File: src/rtl/axi4_frame_reader_pkg.sv
// Shared definitions for the AXI4 frame reader.
// Holds the FSM state encoding, the fixed AXI attribute values driven on the
// AR channel, and small elaboration-time helper functions.
package axi4_frame_pkg;

    // FSM state encoding, also exported on the debug 'state' port
    localparam logic [1:0] ST_IDLE  = 2'd0;
    localparam logic [1:0] ST_RUN   = 2'd1;
    localparam logic [1:0] ST_DRAIN = 2'd2;
    localparam logic [1:0] ST_DONE  = 2'd3;

    // AXI attribute constants
    localparam logic [1:0] BURST_INCR      = 2'b01;
    localparam logic [3:0] CACHE_WB        = 4'b1111;
    localparam int         RESP_SLVERR_BIT = 1;

    // Bytes moved by one burst
    function automatic int burst_bytes(input int burst_len, input int data_w);
        return burst_len * (data_w / 8);
    endfunction

    // True when v is a positive power of two
    function automatic bit is_pow2(input int v);
        return (v > 0) && ((v & (v - 1)) == 0);
    endfunction

endpackage

File: src/rtl/axi4_frame_reader_if.sv
// AXI4 read-only bus (AR + R channels) between the frame reader and the
// DDR port.
//   master: driven by the frame reader (ARADDR/ARVALID/ARLEN/ARSIZE/ARBURST/
//           ARCACHE/RREADY out; ARREADY/RDATA/RVALID/RLAST/RRESP in)
//   slave : the memory side, mirror image of master
interface axi4_frame_reader_if #(
    parameter int ADDR_W = 32,
    parameter int DATA_W = 64
);
    logic [ADDR_W-1:0] ARADDR;
    logic              ARVALID;
    logic              ARREADY;
    logic [7:0]        ARLEN;
    logic [2:0]        ARSIZE;
    logic [1:0]        ARBURST;
    logic [3:0]        ARCACHE;
    logic [DATA_W-1:0] RDATA;
    logic              RVALID;
    logic              RREADY;
    logic              RLAST;
    logic [1:0]        RRESP;

    modport master (
        output ARADDR, ARVALID, ARLEN, ARSIZE, ARBURST, ARCACHE, RREADY,
        input  ARREADY, RDATA, RVALID, RLAST, RRESP
    );

    modport slave (
        input  ARADDR, ARVALID, ARLEN, ARSIZE, ARBURST, ARCACHE, RREADY,
        output ARREADY, RDATA, RVALID, RLAST, RRESP
    );
endinterface

File: src/rtl/axi4_frame_reader_rd_credit.sv
// Outstanding-burst tracker and FIFO credit check for the frame reader.
// Ports:
//   clk, rst          clock, async active-high reset
//   ar_hs             AR handshake this cycle (one burst enters flight)
//   rlast_hs          accepted RLAST beat this cycle (one burst leaves flight)
//   fifo_space        free words in the downstream FIFO
//   outstanding       registered count of bursts in flight
//   outstanding_next  count after this cycle's handshakes
//   issue_ok          another burst fits in both the in-flight limit and the
//                     FIFO space, with space reserved for every burst already
//                     in flight
module axi4_rd_credit #(
    parameter int BURST_LEN       = 64,
    parameter int MAX_OUTSTANDING = 4,
    parameter int FIFO_CNT_W      = 11
) (
    input  logic                                   clk,
    input  logic                                   rst,
    input  logic                                   ar_hs,
    input  logic                                   rlast_hs,
    input  logic [FIFO_CNT_W-1:0]                  fifo_space,
    output logic [$clog2(MAX_OUTSTANDING+1)-1:0]   outstanding,
    output logic [$clog2(MAX_OUTSTANDING+1)-1:0]   outstanding_next,
    output logic                                   issue_ok
);
    localparam int OUT_W = $clog2(MAX_OUTSTANDING + 1);
    // Wide enough for (MAX_OUTSTANDING+1)*BURST_LEN without truncation
    localparam int CW    = FIFO_CNT_W + 4;

    logic [OUT_W-1:0] outstanding_r;
    logic [CW-1:0]    need_s;
    logic [CW-1:0]    space_s;

    // Next in-flight count; simultaneous issue and retire cancel out
    always_comb begin
        outstanding_next = outstanding_r;
        if (ar_hs && !rlast_hs) begin
            outstanding_next = outstanding_r + OUT_W'(1);
        end else if (rlast_hs && !ar_hs && (outstanding_r != OUT_W'(0))) begin
            outstanding_next = outstanding_r - OUT_W'(1);
        end else begin
            outstanding_next = outstanding_r;
        end
    end

    // In-flight burst counter
    always_ff @(posedge clk or posedge rst) begin
        if (rst) begin
            outstanding_r <= OUT_W'(0);
        end else begin
            outstanding_r <= outstanding_next;
        end
    end

    assign need_s      = (CW'(outstanding_r) + CW'(1)) * CW'(BURST_LEN);
    assign space_s     = CW'(fifo_space);
    assign issue_ok    = (outstanding_r < OUT_W'(MAX_OUTSTANDING)) && (space_s >= need_s);
    assign outstanding = outstanding_r;

endmodule

File: src/rtl/axi4_frame_reader.sv
// AXI4 read master streaming one frame from a multi-buffer DDR frame store
// into a downstream pixel FIFO, with several bursts in flight.
// Ports:
//   clk_100Mhz, rst   clock, async active-high reset
//   frame_start       one-cycle pulse starting a new frame
//   buf_select        frame buffer to read, sampled on frame_start
//   fifo_space        free words in the downstream FIFO
//   fifo_din/wr_en    FIFO write side (data is RDATA passed straight through)
//   axi               AXI4 AR/R master port
//   frame_done        one-cycle pulse after the last beat of the frame
//   rresp_err         sticky error flag, cleared on frame_start
//   state, ADDR_OFFSET debug: FSM state and offset of the next burst
module axi4_frame_reader
    import axi4_frame_pkg::*;
#(
    parameter int          AXI_ADDR_WIDTH  = 32,
    parameter int          AXI_DATA_WIDTH  = 64,
    parameter int          BURST_LEN       = 64,
    parameter int          FRAME_BYTES     = 153600,
    parameter int          NUM_BUFS        = 2,
    parameter logic [31:0] BUF_BASE        = 32'h0100_0000,
    parameter logic [31:0] BUF_STRIDE      = 32'h0010_0000,
    parameter int          MAX_OUTSTANDING = 4,
    parameter int          FIFO_CNT_W      = 11
) (
    input  logic                                          clk_100Mhz,
    input  logic                                          rst,
    input  logic                                          frame_start,
    input  logic [((NUM_BUFS > 1) ? $clog2(NUM_BUFS) : 1)-1:0] buf_select,
    input  logic [FIFO_CNT_W-1:0]                         fifo_space,
    output logic [AXI_DATA_WIDTH-1:0]                     fifo_din,
    output logic                                          fifo_wr_en,
    axi4_frame_reader_if.master                           axi,
    output logic                                          frame_done,
    output logic                                          rresp_err,
    output logic [1:0]                                    state,
    output logic [AXI_ADDR_WIDTH-1:0]                     ADDR_OFFSET
);
    localparam int SEL_W       = (NUM_BUFS > 1) ? $clog2(NUM_BUFS) : 1;
    localparam int OUT_W       = $clog2(MAX_OUTSTANDING + 1);
    localparam int BURST_BYTES = burst_bytes(BURST_LEN, AXI_DATA_WIDTH);
    localparam logic [AXI_ADDR_WIDTH-1:0] BURST_STEP = AXI_ADDR_WIDTH'(BURST_BYTES);
    localparam logic [AXI_ADDR_WIDTH-1:0] FRAME_END  = AXI_ADDR_WIDTH'(FRAME_BYTES);
    localparam logic [AXI_ADDR_WIDTH-1:0] BASE0      = AXI_ADDR_WIDTH'(BUF_BASE);

    // Reject parameter sets that could break the 4 KB rule or the frame tiling
    if ((BURST_LEN < 1) || (BURST_LEN > 256) ||
        !is_pow2(BURST_BYTES) || (BURST_BYTES > 4096) ||
        (FRAME_BYTES <= 0) || ((FRAME_BYTES % BURST_BYTES) != 0) ||
        (NUM_BUFS < 1) || (NUM_BUFS > 8) ||
        (MAX_OUTSTANDING < 1) || (MAX_OUTSTANDING > 8) ||
        ((BUF_BASE % 4096) != 0) || ((BUF_STRIDE % 4096) != 0)) begin : g_param_check
        $error("axi4_frame_reader: illegal parameter combination");
    end

    logic [1:0]                state_r;
    logic                      arvalid_r;
    logic [AXI_ADDR_WIDTH-1:0] araddr_r;
    logic [AXI_ADDR_WIDTH-1:0] off_r;
    logic [SEL_W-1:0]          buf_r;
    logic                      frame_done_r;
    logic                      rresp_err_r;

    logic                      rready_s;
    logic                      ar_hs_s;
    logic                      r_hs_s;
    logic                      rlast_hs_s;
    logic                      issue_ok_s;
    logic                      issue_s;
    logic                      busy_s;
    logic [SEL_W-1:0]          sel_s;
    logic [AXI_ADDR_WIDTH-1:0] base_s;
    logic [OUT_W-1:0]          outstanding_s;
    logic [OUT_W-1:0]          outstanding_next_s;

    axi4_rd_credit #(
        .BURST_LEN       (BURST_LEN),
        .MAX_OUTSTANDING (MAX_OUTSTANDING),
        .FIFO_CNT_W      (FIFO_CNT_W)
    ) u_credit (
        .clk              (clk_100Mhz),
        .rst              (rst),
        .ar_hs            (ar_hs_s),
        .rlast_hs         (rlast_hs_s),
        .fifo_space       (fifo_space),
        .outstanding      (outstanding_s),
        .outstanding_next (outstanding_next_s),
        .issue_ok         (issue_ok_s)
    );

    assign rready_s   = (state_r == ST_RUN) || (state_r == ST_DRAIN);
    assign ar_hs_s    = arvalid_r && axi.ARREADY;
    assign r_hs_s     = axi.RVALID && rready_s;
    assign rlast_hs_s = r_hs_s && axi.RLAST;

    // Out-of-range selections fall back to buffer 0
    assign sel_s  = (int'(buf_select) < NUM_BUFS) ? buf_select : {SEL_W{1'b0}};
    assign base_s = BASE0 + (AXI_ADDR_WIDTH'(buf_r) * AXI_ADDR_WIDTH'(BUF_STRIDE));

    // No new request on a frame_start cycle: it would carry the old base
    assign issue_s = (state_r == ST_RUN) && !arvalid_r && !frame_start &&
                     (off_r < FRAME_END) && issue_ok_s;

    // A request still waiting for ARREADY counts as in flight
    assign busy_s = (outstanding_next_s != OUT_W'(0)) || (arvalid_r && !axi.ARREADY);

    // AR channel, frame FSM and status flags
    always_ff @(posedge clk_100Mhz or posedge rst) begin
        if (rst) begin
            state_r      <= ST_IDLE;
            arvalid_r    <= 1'b0;
            araddr_r     <= BASE0;
            off_r        <= {AXI_ADDR_WIDTH{1'b0}};
            buf_r        <= {SEL_W{1'b0}};
            frame_done_r <= 1'b0;
            rresp_err_r  <= 1'b0;
        end else begin
            frame_done_r <= 1'b0;

            // ARVALID is held until accepted, whatever the FSM does
            if (arvalid_r) begin
                if (axi.ARREADY) begin
                    arvalid_r <= 1'b0;
                    off_r     <= off_r + BURST_STEP;
                end else begin
                    arvalid_r <= 1'b1;
                end
            end else if (issue_s) begin
                arvalid_r <= 1'b1;
                araddr_r  <= base_s + off_r;
            end else begin
                arvalid_r <= 1'b0;
            end

            if (r_hs_s && axi.RRESP[RESP_SLVERR_BIT]) begin
                rresp_err_r <= 1'b1;
            end else begin
                rresp_err_r <= rresp_err_r;
            end

            if (frame_start) begin
                buf_r       <= sel_s;
                rresp_err_r <= 1'b0;
            end else begin
                buf_r       <= buf_r;
            end

            case (state_r)
                ST_IDLE, ST_DONE: begin
                    if (frame_start) begin
                        off_r   <= {AXI_ADDR_WIDTH{1'b0}};
                        state_r <= ST_RUN;
                    end else begin
                        state_r <= state_r;
                    end
                end
                ST_RUN: begin
                    if (frame_start) begin
                        if (busy_s) begin
                            state_r <= ST_DRAIN;
                        end else begin
                            off_r   <= {AXI_ADDR_WIDTH{1'b0}};
                            state_r <= ST_RUN;
                        end
                    end else if (rlast_hs_s && (outstanding_next_s == OUT_W'(0)) &&
                                 (off_r == FRAME_END)) begin
                        frame_done_r <= 1'b1;
                        state_r      <= ST_DONE;
                    end else begin
                        state_r <= ST_RUN;
                    end
                end
                ST_DRAIN: begin
                    if ((outstanding_s == OUT_W'(0)) && !arvalid_r) begin
                        off_r   <= {AXI_ADDR_WIDTH{1'b0}};
                        state_r <= ST_RUN;
                    end else begin
                        state_r <= ST_DRAIN;
                    end
                end
                default: begin
                    state_r <= ST_IDLE;
                end
            endcase
        end
    end

    assign axi.ARADDR  = araddr_r;
    assign axi.ARVALID = arvalid_r;
    assign axi.ARLEN   = 8'(BURST_LEN - 1);
    assign axi.ARSIZE  = 3'($clog2(AXI_DATA_WIDTH / 8));
    assign axi.ARBURST = BURST_INCR;
    assign axi.ARCACHE = CACHE_WB;
    assign axi.RREADY  = rready_s;

    // Beats drained after a frame restart are accepted but never written
    assign fifo_wr_en  = axi.RVALID && rready_s && (state_r == ST_RUN);
    assign fifo_din    = axi.RDATA;
    assign frame_done  = frame_done_r;
    assign rresp_err   = rresp_err_r;
    assign state       = state_r;
    assign ADDR_OFFSET = off_r;

endmodule

File: src/flat_wrapper.sv
// flat-port wrapper written by rule: the top's interface ports become plain ports
module axi4_frame_reader_flat import axi4_frame_pkg::*;
#(
    parameter int          AXI_ADDR_WIDTH  = 32,
    parameter int          AXI_DATA_WIDTH  = 64,
    parameter int          BURST_LEN       = 64,
    parameter int          FRAME_BYTES     = 153600,
    parameter int          NUM_BUFS        = 2,
    parameter logic [31:0] BUF_BASE        = 32'h0100_0000,
    parameter logic [31:0] BUF_STRIDE      = 32'h0010_0000,
    parameter int          MAX_OUTSTANDING = 4,
    parameter int          FIFO_CNT_W      = 11
)
  (clk_100Mhz, rst, frame_start, buf_select, fifo_space, fifo_din, fifo_wr_en, frame_done, rresp_err, state, ADDR_OFFSET, axi_ARADDR, axi_ARVALID, axi_ARLEN, axi_ARSIZE, axi_ARBURST, axi_ARCACHE, axi_RREADY, axi_ARREADY, axi_RDATA, axi_RVALID, axi_RLAST, axi_RRESP);
  axi4_frame_reader_if #(.ADDR_W(32), .DATA_W(64)) axi_i ();
  input  logic clk_100Mhz;
  input  logic rst;
  input  logic frame_start;
  input  logic [((NUM_BUFS > 1) ? $clog2(NUM_BUFS) : 1)-1:0] buf_select;
  input  logic [FIFO_CNT_W-1:0] fifo_space;
  output logic [AXI_DATA_WIDTH-1:0] fifo_din;
  output logic fifo_wr_en;
  output logic frame_done;
  output logic rresp_err;
  output logic [1:0] state;
  output logic [AXI_ADDR_WIDTH-1:0] ADDR_OFFSET;
  output wire logic [$bits(axi_i.ARADDR)-1:0] axi_ARADDR;
  output wire logic [$bits(axi_i.ARVALID)-1:0] axi_ARVALID;
  output wire logic [$bits(axi_i.ARLEN)-1:0] axi_ARLEN;
  output wire logic [$bits(axi_i.ARSIZE)-1:0] axi_ARSIZE;
  output wire logic [$bits(axi_i.ARBURST)-1:0] axi_ARBURST;
  output wire logic [$bits(axi_i.ARCACHE)-1:0] axi_ARCACHE;
  output wire logic [$bits(axi_i.RREADY)-1:0] axi_RREADY;
  input wire logic [$bits(axi_i.ARREADY)-1:0] axi_ARREADY;
  input wire logic [$bits(axi_i.RDATA)-1:0] axi_RDATA;
  input wire logic [$bits(axi_i.RVALID)-1:0] axi_RVALID;
  input wire logic [$bits(axi_i.RLAST)-1:0] axi_RLAST;
  input wire logic [$bits(axi_i.RRESP)-1:0] axi_RRESP;
  assign axi_ARADDR = axi_i.ARADDR;
  assign axi_ARVALID = axi_i.ARVALID;
  assign axi_ARLEN = axi_i.ARLEN;
  assign axi_ARSIZE = axi_i.ARSIZE;
  assign axi_ARBURST = axi_i.ARBURST;
  assign axi_ARCACHE = axi_i.ARCACHE;
  assign axi_RREADY = axi_i.RREADY;
  assign axi_i.ARREADY = axi_ARREADY;
  assign axi_i.RDATA = axi_RDATA;
  assign axi_i.RVALID = axi_RVALID;
  assign axi_i.RLAST = axi_RLAST;
  assign axi_i.RRESP = axi_RRESP;
  axi4_frame_reader #(.AXI_ADDR_WIDTH(AXI_ADDR_WIDTH), .AXI_DATA_WIDTH(AXI_DATA_WIDTH), .BURST_LEN(BURST_LEN), .FRAME_BYTES(FRAME_BYTES), .NUM_BUFS(NUM_BUFS), .BUF_BASE(BUF_BASE), .BUF_STRIDE(BUF_STRIDE), .MAX_OUTSTANDING(MAX_OUTSTANDING), .FIFO_CNT_W(FIFO_CNT_W)) u_core (.clk_100Mhz(clk_100Mhz), .rst(rst), .frame_start(frame_start), .buf_select(buf_select), .fifo_space(fifo_space), .fifo_din(fifo_din), .fifo_wr_en(fifo_wr_en), .axi(axi_i), .frame_done(frame_done), .rresp_err(rresp_err), .state(state), .ADDR_OFFSET(ADDR_OFFSET));
endmodule
File: config.mk
export PLATFORM = sky130hd
export DESIGN_NAME = axi4_frame_reader_flat
export DESIGN_NICKNAME = d
export VERILOG_FILES = /design/src/rtl/axi4_frame_reader_pkg.sv /design/src/rtl/axi4_frame_reader_if.sv /design/src/rtl/axi4_frame_reader_rd_credit.sv /design/src/rtl/axi4_frame_reader.sv /design/src/flat_wrapper.sv
export SDC_FILE = /design/constraint.sdc
export NUM_CORES = 1
export LEC_CHECK = 0
export CELL_PAD_IN_SITES_DETAIL_PLACEMENT = 0
export CELL_PAD_IN_SITES_GLOBAL_PLACEMENT = 1
export CORE_MARGIN = 4
export CORE_UTILIZATION = 25
export CTS_CLUSTER_DIAMETER = 200
export DETAILED_ROUTE_END_ITERATION = 16
export PLACE_DENSITY = 0.83
export SLEW_MARGIN = 5
export SYNTH_ARGS = -nofsm -noshare
export SYNTH_HDL_FRONTEND = slang
export SYNTH_SLANG_ARGS = --single-unit
File: constraint.sdc
create_clock -name clk_100Mhz -period 3.3 [get_ports clk_100Mhz]
set_input_delay 0.66 -clock clk_100Mhz [delete_from_list [all_inputs] [get_ports clk_100Mhz]]
set_output_delay 0.66 -clock clk_100Mhz [all_outputs]
set_load 0.1 [all_outputs]
==> run_results.csv, run 1 <==
group,metric,value,unit
critical_path,end_kind,"flop",
power_and_ir_drop,power_density,735,mW/mm2
critical_path,path_class,"input pin to flop",
clocking,htree_levels,2,
synth,synth_top_family_by_area,"buffers and inverters",
synth,syn_inst,366,
critical_path,arrival,2.99,ns
timing,worstMarginPinSlew,0.686,ns
timing,hold_violations,0,
clocking,cts-resized-gates,0,
synth,synth_edf_count,0,
timing,rsz0062_at_grt,"false",
clocking,postCtsSetupRepairBufs,0,
placement,place_congestion,0.857,
die,start_util,25.4,%
placement,io_buffers,71,
timing,finalSetupViolCount,0,
drt,first_iter_violations,65,
synth,synth-seq-cells,55,
min_path,hold_class,"flop to flop",
clocking,tritoncts,"done",
global_routing,antenna_found_initial,0,
drt,vias,2336,
synth,synthesis.area,0.00353,mm2
final_layout,syn2layout_area_growth,9.92,%
timing,fin_setup_tns,0,ns
drt,wl_per_cell,13.8,um
die,die_area,0.0161,mm2
power_and_ir_drop,peakVddDrop,0.000302,V
final_layout,num_antenna_cells,0,
timing,drv_slew,0,
synth,yosysWarnings,0,
drt,vias_per_cell,4.19,
critical_path,r2r_slack,0.65,ns
critical_path,worst_setup_path_start_kind,"input pin",
die,die_w,127,um
placement,hpwl,5.91,mm
clocking,clkTransAtPathRegs,0.06,ns
die,io_pins,236,
synth,synth_fa_ha_area_share,4.25,%
timing,finalCriticalPeriod,2.81,ns
placement,placed_area,0.00372,mm2
global_routing,grt_pass1_wl,12.1,mm
synth,synth_xor_area_share,5.95,%
global_routing,grt_max_degree,33,
clocking,clockRootBuffer,"clkbuf_16",
timing,fmaxAchievable,356,MHz
flow_run,max-cap-violations,0,
final_layout,fin_area,0.00388,mm2
synth,async_reset_ff_share,100,%
timing,fin_skew,0.00781,ns
global_routing,globalRouteTotalUtil,9.38,%
drt,wl,7.68,mm
clocking,cts_buffers,5,
synth,synth-simple-area-share,16.8,%
critical_path,critPathMaxFanout,24,
final_layout,nets,473,
global_routing,grt_pass1_vias,2332,
die,die_y,127,um
synth,synthFlopType,"dfrtp_1",
synth,synthMuxAreaShare,5.28,%
critical_path,cp_data_required_time,3.48,ns
global_routing,grt.overflow.total,0,
die,core-area,0.0139,mm2
synth,seq_area_frac_synth,39.0,%
die,num_rows,43,
power_and_ir_drop,power.total,2.85,mW
timing,finalCritPeriodShare,85.1,%
clocking,cts_sinks,55,
clocking,clk_latency,0.30,ns
synth,synth_cell_type_count,48,
drt,ant_nets,0,
run_status,status,"finished, final reports clean",
final_layout,layout-drive-gt1-share,22.8,%
timing,max_slew_margin,54.2,%
power_and_ir_drop,power_leakage,1.88,nW
drt,dr.pass1.iters,4,
synth,synth_compound_area_share,4.68,%
clocking,cts_hold_buf,0,
synth,avgSynthCellArea,9.65,um2
drt,post-route-drc-count,0,
clocking,cts_buffer_depth,2,
==> stage by stage <==
stage                     hold slack, ns  setup slack [ns]  instances  util [%]
after detailed placement           0.476             0.171        550      26.8
final                              0.487             0.492        558      28.0
after global routing               0.504             0.394        558      28.0
after CTS                          0.492             0.495        558      28.0
after floorplan                    0.485             0.350        399         -
after global placement             0.470             0.236        550      26.8
==> power breakdown <==
part | switching (mW) | leakage (nW) | internal [mW] | total (mW)
sequential | 0.0766 | 0.752 | 0.742 | 0.818
combinational | 1.08 | 1.05 | 0.349 | 1.43
clock | 0.248 | 0.0781 | 0.360 | 0.607
total | 1.40 | 1.88 | 1.45 | 2.85
==> synthesized netlist by cell type, types with 2 or more instances <==
library cell / number / area share [%]
buf_4: 101 / 21
dfrtp_1: 54 / 38
nor2_1: 36 / 3.8
nand2_1: 21 / 2.2
xnor2_1: 17 / 4.2
inv_1: 15 / 1.6
ha_1: 12 / 4.3
and2_1: 11 / 1.9
nand3_1: 9 / 1.3
mux2_4: 8 / 3.4
nor4_1: 7 / 1.2
xor2_1: 7 / 1.7
o21ai_0: 6 / 0.85
and3_1: 5 / 0.89
mux2_2: 5 / 1.6
nor3_1: 5 / 0.71
a21oi_1: 4 / 0.57
clkbuf_1: 4 / 0.42
nand4_1: 4 / 0.71
or4_1: 3 / 0.64
a211oi_1: 2 / 0.42
conb_1: 2 / 0.21
nor2b_1: 2 / 0.35
o31ai_1: 2 / 0.42
==> layout make-up <==
cell class,count,area (um2)
clock buffers,7,133
clock inverters,1,30.0
fillers,1489,10000
inverters,15,56.3
multi-input cells,223,1440
flip-flops and latches,55,1380
well taps,180,225
repair buffers,77,623
==> cells by family (layout without fill, tap and decap cells) <==
kind of cell / Yosys count / after routing
fa+ha+maj: 12 / 12
other cells: 2 / 35
compound gates: 24 / 24
flops: 55 / 55
simple gates: 114 / 114
buf+inv: 121 / 100
xor+xnor: 24 / 24
mux: 14 / 14
==> worst paths after layout <==
check,startpoint,to,cells past startpoint
max in group asynchronous,rst,u_core.axi.ARADDR[25]$_DFFE_PP0P_,3
max reg2reg,u_core.state[0]$_DFFE_PP0P_,u_core.state[1]$_DFFE_PP0P_,8
min reg2reg,u_core.axi.ARADDR[31]$_DFFE_PP0P_,u_core.axi.ARADDR[31]$_DFFE_PP0P_,1
max,fifo_space[3],u_core.axi.ARADDR[17]$_DFFE_PP0P_,7
min in group asynchronous,rst,u_core.ADDR_OFFSET[23]$_DFF_PP0_,2
min,u_core.axi.ARADDR[31]$_DFFE_PP0P_,u_core.axi.ARADDR[31]$_DFFE_PP0P_,1
==> critical path, cell delays in order <==
cell	delay [ns]
clkdlybuf4s50_1	0.39
or4_1	0.54
o41ai_2	0.22
a21oi_1	0.13
o21ai_2	0.20
nand4b_4	0.41
mux2_4	0.44
==> placed cells by master, fill, tap and decap left out, types with 2 or more instances in the layout <==
master           count
a211oi_1             2
a21oi_1              4
and2_1              11
and3_1               5
buf_4               59
clkbuf_1             2
clkbuf_16            5
clkdlybuf4s50_1     18
conb_1              35
dfrtp_1             54
ha_1                12
inv_1               14
mux2_2               5
mux2_4               8
nand2_1             21
nand3_1              9
nand4_1              4
nor2_1              36
nor2b_1              2
nor3_1               5
nor4_1               7
o21ai_0              6
o31ai_1              2
or4_1                3
xnor2_1             17
xor2_1               7
==> routing by layer <==
layer,track usage (%),vias to the layer above,share of wire [%]
li1,-,1090,-
met1,11.3,1129,41
met2,15.5,101,49
met3,3.16,16,8.8
met4,3.72,0,1.6
met5,0,-,0
==> registers in the layout (all words and copies together) (netlist names) <==
signal / count
u_core.ADDR_OFFSET: 23
u_core.axi.ARADDR: 23
u_core.axi.ARVALID: 1
u_core.buf_r: 1
u_core.frame_done: 1
u_core.rresp_err: 1
u_core.state: 2
u_core.u_credit.outstanding: 3
Note: power is estimated with default switching activity, not from simulation.
==> run 2, diff against run 1 <==
--- a/config.mk
+++ b/config.mk
@@ -5,11 +5,13 @@
 export SDC_FILE = /design/constraint.sdc
 export NUM_CORES = 1
 export LEC_CHECK = 0
+export CAP_MARGIN = 20
 export CELL_PAD_IN_SITES_DETAIL_PLACEMENT = 0
 export CELL_PAD_IN_SITES_GLOBAL_PLACEMENT = 1
 export CORE_MARGIN = 4
 export CORE_UTILIZATION = 25
 export CTS_CLUSTER_DIAMETER = 200
+export CTS_CLUSTER_SIZE = 8
 export DETAILED_ROUTE_END_ITERATION = 16
 export PLACE_DENSITY = 0.83
 export SLEW_MARGIN = 5
==> results of run 2 <==
The final DEF is identical to that of run 1; final timing and power are the same.
==> run 3, diff against run 2 <==
--- a/config.mk
+++ b/config.mk
@@ -6,14 +6,12 @@
 export NUM_CORES = 1
 export LEC_CHECK = 0
 export CAP_MARGIN = 20
-export CELL_PAD_IN_SITES_DETAIL_PLACEMENT = 0
-export CELL_PAD_IN_SITES_GLOBAL_PLACEMENT = 1
 export CORE_MARGIN = 4
-export CORE_UTILIZATION = 25
+export CORE_UTILIZATION = 36
 export CTS_CLUSTER_DIAMETER = 200
 export CTS_CLUSTER_SIZE = 8
 export DETAILED_ROUTE_END_ITERATION = 16
-export PLACE_DENSITY = 0.83
+export PLACE_DENSITY = 0.84
 export SLEW_MARGIN = 5
 export SYNTH_ARGS = -nofsm -noshare
 export SYNTH_HDL_FRONTEND = slang
==> run 3 against run 2 <==
Total power fell by 7.8%. Register-to-register slack better by 0.08 ns. Sequential share of layout area increased by 1.3 points. Die area decreased by 29%. Routed wire length shrank 10%. Clock power decreased by 36%. Final area is 3.5% lower. Sequential cell count unchanged. Via count down 0.26%. Critical path type unchanged.
==> run_results.csv, run 3 (synthesis gave the netlist of run 1 again) <==
group,metric,value,unit
critical_path,rr_startpoint,"u_core.state[0]$_DFFE_PP0P_",
global_routing,grt_pass1_vias,2285,
drt,dr.pass1.iters,4,
min_path,hold_class,"flop to flop",
power_and_ir_drop,peakVddDrop,0.000411,V
critical_path,critPathMaxFanout,24,
critical_path,critical-path-top-delay-family,"compound AO/OA/AOI/OAI gates",
clocking,cts_hold_buf,0,
critical_path,cp_data_required_time,3.50,ns
global_routing,globalRouteTotalUtil,12.0,%
final_layout,nets,472,
global_routing,grt.overflow.total,0,
clocking,clockRootBuffer,"clkbuf_8",
die,die_w,107,um
final_layout,layout-drive-gt1-share,23.1,%
min_path,hold_end,"u_core.axi.ARADDR[29]$_DFFE_PP0P_",
run_status,status,"finished, final reports clean",
global_routing,antenna_found_initial,0,
drt,vias,2330,
clocking,cts-resized-gates,0,
critical_path,arrival,2.95,ns
timing,fin_setup_tns,0,ns
clocking,clkTransAtPathRegs,0.11,ns
critical_path,end_kind,"flop",
timing,holdWs,0.503,ns
placement,io_buffers,71,
timing,hold_violations,0,
clocking,cts_sinks,55,
clocking,cts_buffer_depth,2,
global_routing,grt_pass1_wl,11.1,mm
drt,ant_nets,0,
power_and_ir_drop,power_density,703,mW/mm2
die,die_y,107,um
drt,wl,6.91,mm
final_layout,final_cell_mix,"buf_4 (58), dfrtp_1 (54), nor2_1 (36), conb_1 (35), nand2_1 (21)",
timing,drv_slew,0,
critical_path,path_class,"input pin to flop",
final_layout,final_common_cell,"buf_4",
placement,placed_area,0.00365,mm2
die,num_rows,35,
drt,post-route-drc-count,0,
critical_path,r2r_slack,0.73,ns
min_path,hold_depth,1,
final_layout,fin_area,0.00374,mm2
critical_path,worst_setup_path_start_kind,"input pin",
final_layout,final_core_util,39.8,%
global_routing,grt_max_degree,40,
critical_path,slowest_delay,0.46,ns
clocking,postCtsSetupRepairBufs,0,
drt,wl_per_cell,13.7,um
critical_path,critPathSlowestCell,"clkdlybuf4s50_1",
critical_path,cp_cell_sequence,"clkdlybuf4s50_1, inv_1, ha_1, inv_1, o41ai_2, a21oi_1, o21ai_2, nand4b_4, mux2_4",
drt,first_iter_violations,98,
placement,hpwl,5.40,mm
timing,rsz0062_at_grt,"false",
die,die_area,0.0115,mm2
timing,finalCritPeriodShare,83.3,%
min_path,worstHoldStart,"u_core.axi.ARADDR[29]$_DFFE_PP0P_",
critical_path,r2r_cells,8,
die,io_pins,236,
timing,finalSetupViolCount,0,
die,start_util,37.5,%
timing,finalCriticalPeriod,2.75,ns
critical_path,cp_num_buf_inv,3,
placement,dp_worst_setup_slack,0.178,ns
drt,vias_per_cell,4.60,
critical_path,r2r_end,"u_core.state[1]$_DFFE_PP0P_",
flow_run,max-cap-violations,0,
clocking,clk_latency,0.31,ns
timing,layout_setup_ws,0.551,ns
timing,fmaxAchievable,364,MHz
power_and_ir_drop,power_leakage,1.85,nW
timing,max_slew_margin,46.6,%
timing,fin_skew,0.0179,ns
placement,place_congestion,0.870,
clocking,cts_buffers,5,
clocking,tritoncts,"done",
timing,worstMarginPinSlew,0.800,ns
critical_path,crit_top_cell,"inv_1",
clocking,htree_levels,2,
final_layout,num_antenna_cells,0,
critical_path,crit_start,"fifo_space[6]",
final_layout,syn2layout_area_growth,6.02,%
die,core-area,0.00942,mm2
[run 3: cell types whose count changed in the layout (fill, tap and decap cells not counted), sizes merged]
cell	change
clkbuf	-2
buf	-1
bufinv	-1
clkinv	+1
clkinvlp	+1
inv	+1
[run 3: worst max-delay path by stage]
stage,end,cells past startpoint
floorplan,u_core.ADDR_OFFSET[22]$_DFF_PP0_,9
CTS,u_core.axi.ARADDR[17]$_DFFE_PP0P_,9
detailed placement,u_core.axi.ARADDR[20]$_DFFE_PP0P_,9
global placement,u_core.axi.ARADDR[21]$_DFFE_PP0P_,7
global route,u_core.axi.ARADDR[17]$_DFFE_PP0P_,9
finish,u_core.axi.ARADDR[17]$_DFFE_PP0P_,9
[run 3: worst register-to-register path: stages, from the launching register on]
cell and delay [ns]:
dfrtp_1 0.41, inv_1 0.06, ha_1 0.38, nand3b_2 0.32, mux2i_1 0.15, a211oi_1 0.37
o21ai_0 0.17, nor4_1 0.45, o31a_1 0.20
[run 3: layer usage]
metal | vias to the layer above | track usage (%) | routed length (um)
li1 | 1092 | - | -
met1 | 1105 | 15.4 | 2820
met2 | 101 | 19.3 | 3390
met3 | 32 | 3.01 | 529
met4 | 0 | 5.02 | 171
met5 | - | 0 | 0
[run 3: area by class of cell]
cell class / count / area (um2)
timing repair buffer: 76 / 616
clock inverter: 3 / 27.5
tap: 129 / 161
fill: 928 / 5670
clock buffer: 5 / 68.8
sequential: 55 / 1380
multi-input combinational: 223 / 1440
inverter: 15 / 56.3
[run 3: where the power goes]
part	leakage [nW]	internal [mW]	total, mW	switching, mW
combinational	1.05	0.347	1.42	1.08
sequential	0.752	0.741	0.819	0.0778
clock	0.0463	0.156	0.391	0.235
[run 3: metrics by stage]
stage               power (mW)  instances
detailed placement        2.26        498
finish                    2.63        506
global route              2.79        506
CTS                       2.66        506
floorplan                 2.39        399
global placement          2.22        498
